### config.mk
export PLATFORM = sky130hd
export DESIGN_NAME = nw_fill_ctrl
export DESIGN_NICKNAME = d
export VERILOG_FILES = /design/src/rtl/nw_fill_ctrl.sv
export SDC_FILE = /design/constraint.sdc
export NUM_CORES = 1
export LEC_CHECK = 0
export ABC_AREA = 1
export BUFFER_PORTS_ARGS = -buffer_cell sky130_fd_sc_hd__clkbuf_2
export CAP_MARGIN = 20
export CORE_MARGIN = 1
export CORE_UTILIZATION = 53
export CTS_CLUSTER_SIZE = 25
export DETAILED_ROUTE_END_ITERATION = 12
export HOLD_SLACK_MARGIN = 0.05
export PLACE_DENSITY = 0.77
export SYNTH_ARGS = -nofsm -noshare
export SYNTH_HDL_FRONTEND = slang
export SYNTH_SLANG_ARGS = --single-unit
export TNS_END_PERCENT = 100
### constraint.sdc
create_clock -name clk -period 1.6 [get_ports clk]
set_clock_uncertainty 0.1 [all_clocks]
set_input_delay 0.32 -clock clk [delete_from_list [all_inputs] [get_ports clk]]
set_output_delay 0.32 -clock clk [all_outputs]
set_load 0.02 [all_outputs]
### src/rtl/nw_fill_ctrl.sv
// Needleman-Wunsch score-matrix fill sequencer.
// Starts both sequence converters, waits for their joint done, then walks every
// (LEN+1)x(LEN+1) cell row-major over a valid/ready handshake to the cell PE.
//
// state  | meaning
// -------+-----------------------------------------------------------------
// IDLE   | waiting for start
// LOAD   | converters running; first cycle pulses load_start, ignores load_done
// FILL   | presenting cells (row,col) to the PE, advancing on each handshake
// FINISH | single-cycle done pulse, indices parked at (LEN,LEN)
module nw_fill_ctrl #(
   parameter int LEN   = 8,
   parameter int IDX_W = 4
) (
   input  logic             clk,
   input  logic             rst,
   input  logic             start,
   output logic             load_start,
   input  logic             load_done,
   output logic             cell_valid,
   input  logic             cell_ready,
   output logic             cell_init,
   output logic [IDX_W-1:0] row,
   output logic [IDX_W-1:0] col,
   output logic             busy,
   output logic             done
);

   typedef enum logic [1:0] {
      S_IDLE   = 2'd0,
      S_LOAD   = 2'd1,
      S_FILL   = 2'd2,
      S_FINISH = 2'd3
   } state_t;

   localparam logic [IDX_W-1:0] LAST_IDX = IDX_W'(LEN);

   state_t           state, state_nxt;
   logic [IDX_W-1:0] row_nxt, col_nxt;
   logic             load_start_nxt;
   logic             cell_valid_nxt;
   logic             cell_init_nxt;
   logic             busy_nxt;
   logic             done_nxt;
   logic             handshake;

   // cell_valid is registered and high for the whole of FILL, so it gates the handshake
   assign handshake = cell_valid && cell_ready;

   // State and registered outputs; active-low reset returns everything to IDLE/zero
   always_ff @(posedge clk) begin
      if (!rst) begin
         state      <= S_IDLE;
         row        <= '0;
         col        <= '0;
         load_start <= 1'b0;
         cell_valid <= 1'b0;
         cell_init  <= 1'b0;
         busy       <= 1'b0;
         done       <= 1'b0;
      end else begin
         state      <= state_nxt;
         row        <= row_nxt;
         col        <= col_nxt;
         load_start <= load_start_nxt;
         cell_valid <= cell_valid_nxt;
         cell_init  <= cell_init_nxt;
         busy       <= busy_nxt;
         done       <= done_nxt;
      end
   end

   // Next-state and next-output values for the registered outputs
   always_comb begin
      state_nxt      = state;
      row_nxt        = row;
      col_nxt        = col;
      load_start_nxt = 1'b0;
      cell_valid_nxt = 1'b0;
      cell_init_nxt  = 1'b0;
      busy_nxt       = 1'b0;
      done_nxt       = 1'b0;

      case (state)
         S_IDLE: begin
            if (start) begin
               state_nxt      = S_LOAD;
               load_start_nxt = 1'b1;
               busy_nxt       = 1'b1;
            end
         end

         S_LOAD: begin
            busy_nxt = 1'b1;
            // load_start high means this is the first LOAD cycle, where load_done
            // may still be left over from the previous run
            if (!load_start && load_done) begin
               state_nxt      = S_FILL;
               row_nxt        = '0;
               col_nxt        = '0;
               cell_valid_nxt = 1'b1;
               cell_init_nxt  = 1'b1;
            end
         end

         S_FILL: begin
            busy_nxt       = 1'b1;
            cell_valid_nxt = 1'b1;
            cell_init_nxt  = cell_init;
            if (handshake) begin
               if (col == LAST_IDX) begin
                  if (row == LAST_IDX) begin
                     state_nxt      = S_FINISH;
                     cell_valid_nxt = 1'b0;
                     cell_init_nxt  = 1'b0;
                     busy_nxt       = 1'b0;
                     done_nxt       = 1'b1;
                  end else begin
                     row_nxt       = row + 1'b1;
                     col_nxt       = '0;
                     cell_init_nxt = 1'b1;
                  end
               end else begin
                  col_nxt       = col + 1'b1;
                  cell_init_nxt = (row == '0);
               end
            end
         end

         S_FINISH: begin
            state_nxt = S_IDLE;
         end

         default: begin
            state_nxt = S_IDLE;
         end
      endcase
   end

endmodule

==> flow_summary_export.csv <==
group,metric,value,unit
outcome,outcome,"finished clean",
sta,period_needed,1.527,ns
clocking,h-tree-depth,1,
yosys,syn_inst,132,
floorplan,start_util,56.48,%
cells_and_area,layout-drive-gt1-share,32.48,%
grt,grt_start_max_net_pins,10,
yosys,ys_seq_elements,15,
routing,wirelength,1973,microns
sta,fin_setup_tns,0,ns
yosys,synthTopCellsByCount,"nand2_1, nor2_1, dfxtp_1",
clocking,insertion_delay,0.29,ns
grt,grt_overflow,0,
yosys,synth.most_common_cell,"nand2_1",
flow_run,cap_violations,0,
cells_and_area,instances_no_fill,182,
yosys,synth.area.top_cells,"dfxtp_1, nand2_1, ha_1, nor2_1, inv_1",
clocking,cts_sinks,15,
yosys,synth_top_area_share,31.13,%
floorplan,die_y,44.67,microns
worst_setup_path,cp.arrival,1.61,ns
clocking,clockBufferDepth,2,
pwr,power_density,1650,nW/um^2
yosys,synth_top_cell_by_area,"dfxtp_1",
sta,period_share,95.42,%
cells_and_area,layout.nets,172,
pwr,p_leak,0.0005729,uW
sta,slew_violations,0,
grt,met2_usage,39.12,%
sta,fmax,655.0,MHz
grt,track_usage,22.56,%
sta,finalHoldViolCount,0,
clocking,numCtsBuffers,3,
yosys,synthesis.area,964.7,sq um
clocking,cts_tree,"built",
pwr,power,1907,uW
worst_setup_path,worstSetupEndpointType,"flop",
cells_and_area,syn_to_final_growth,19.84,%
clocking,post_cts_buffers,0,
grt,busiest_layer,"met2",
routing,drtAntennaViolNets,0,
yosys,synth-main-ff-cell,"dfxtp_1",
grt,use_met3,6.122,%
pwr,ir_worst_vdd,938.1,uV
place,gp_congestion,0.8444,
worst_setup_path,critPathMaxFanout,6,
worst_setup_path,critPathKind,"flop to flop",
clocking,holdBufCountCts,0,
clocking,clk_pin_slew,0.09,ns
clocking,root_buffer,"clkbuf_4",
sta,slew_headroom,84.30,%
grt,grt_pass1_wl,3243,microns
yosys,syn_nets,146,
grt,antenna_found_initial,0,
place,dp_hpwl,1555,microns
floorplan,fp.dieW,44.67,microns
yosys,yosysWarnings,0,
place,dpl.cell_count,178,
place,io_buffer_count,17,
grt,grt_pass1_vias,826,
worst_hold_path,hold_class,"primary input to flop",
floorplan,die-area,1995,sq um
sta,finalSetupViolCount,0,
routing,remaining_drc_errors,0,
worst_setup_path,crit_required,1.69,ns
floorplan,num_rows,15,
floorplan,core-area,1708,sq um
yosys,seq_area_frac_synth,31.13,%
routing,first_iter_violations,22,
routing,dr.pass1.iters,4,
floorplan,ios,18,
worst_setup_path,ff2ff_setup_slack,0.07,ns
yosys,synth-edff-count,0,
worst_setup_path,crit_path_start_kind,"flop",
yosys,synth.distinct_cells,26,
sta,worst_pin_slew,0.2334,ns
yosys,async_flop_share,0,%
grt,globalRouteMet1Util,26.05,%
routing,routedWlPerCell,10.84,microns
clocking,cts_resized,1,
yosys,syn_avg_cell_area,7.308,sq um
routing,num_vias,905,
sta,rsz0062_at_grt,"no",
cells_and_area,antenna_cells,0,
routing,viasPerCell,4.973,
power breakdown:
group          total, uW  switching (uW)  internal [uW]
sequential           561            79.1            482
clock                222             125           97.0
combinational       1120             700            424
flip-flops by register name, indices dropped and copies added, names as in the netlist:
register,flops
busy,1
cell_init,1
cell_valid,1
col,4
done,1
load_start,1
row,4
state,2
final cells by class:
| cell class | count | area (sq um) |
|---|---|---|
| multi-input combinational | 98 | 594.3 |
| clock buffer | 4 | 26.28 |
| inverter | 17 | 66.31 |
| sequential | 15 | 307.8 |
| fill | 153 | 551.8 |
| tap | 25 | 31.28 |
| timing repair buffer | 23 | 130.1 |
metal layers:
| layer | wire, microns | part of all wire [%] |
|---|---|---|
| met3 | 69 | 3.5 |
| met4 | 23 | 1.2 |
| met5 | 0 | 0 |
| met1 | 902 | 46 |
| met2 | 978 | 50 |
logic make-up (layout without fill, tap and decap cells):
family,Yosys count,after routing,share of synthesized area [%]
AND/OR/NAND/NOR,74,74,38.91
adder cells (fa/ha/maj),9,9,11.67
XOR/XNOR,2,2,1.816
buffers and inverters,19,44,8.821
AO/OA/AOI/OAI,13,13,7.652
flip-flops,15,15,31.13
worst paths after layout:
kind / depth (start not counted) / endpoint / from
worst max-delay path: 8 / state[1] / col[0]
worst min-delay path: 3 / load_start / start
worst max register to register: 8 / state[1] / col[0]
worst min register to register: 3 / col[0] / col[0]
cell usage in the layout (no fill, tap or decap), drive strengths merged:
master   n
a21boi   1
a21oi    9
a31oi    2
buf      6
clkbuf  21
dfxtp   15
ha       9
inv     17
nand2   40
nand3   10
nand3b   1
nand4    2
nor2    18
nor4     1
o21ai    1
or2      2
xor2     2
per-stage QoR:
stage / setup WS (ns) / util [%] / hold slack, ns / cell area [sq um]
2_1_floorplan: 0.08557 / - / 0.3413 / 964.7
3_3_place_gp: 0.08976 / 64.84 / 0.4081 / 1107
3_5_place_dp: 0.01332 / 64.84 / 0.4190 / 1107
4_1_cts: 0.04765 / 66.52 / 0.1614 / 1136
5_1_grt: 0.001010 / 67.69 / 0.1641 / 1156
6_report: 0.07330 / 67.69 / 0.1641 / 1156
worst max-delay path, cell delays in order (launching register included):
cell and delay (ns):
dfxtp_2 0.35, inv_1 0.07, ha_1 0.17, nand3_2 0.16, or2_4 0.28, nand2_4 0.08, nand3b_1 0.09, nand2_1 0.08
nor2_1 0.04
Power figures use the tool's default switching activity.
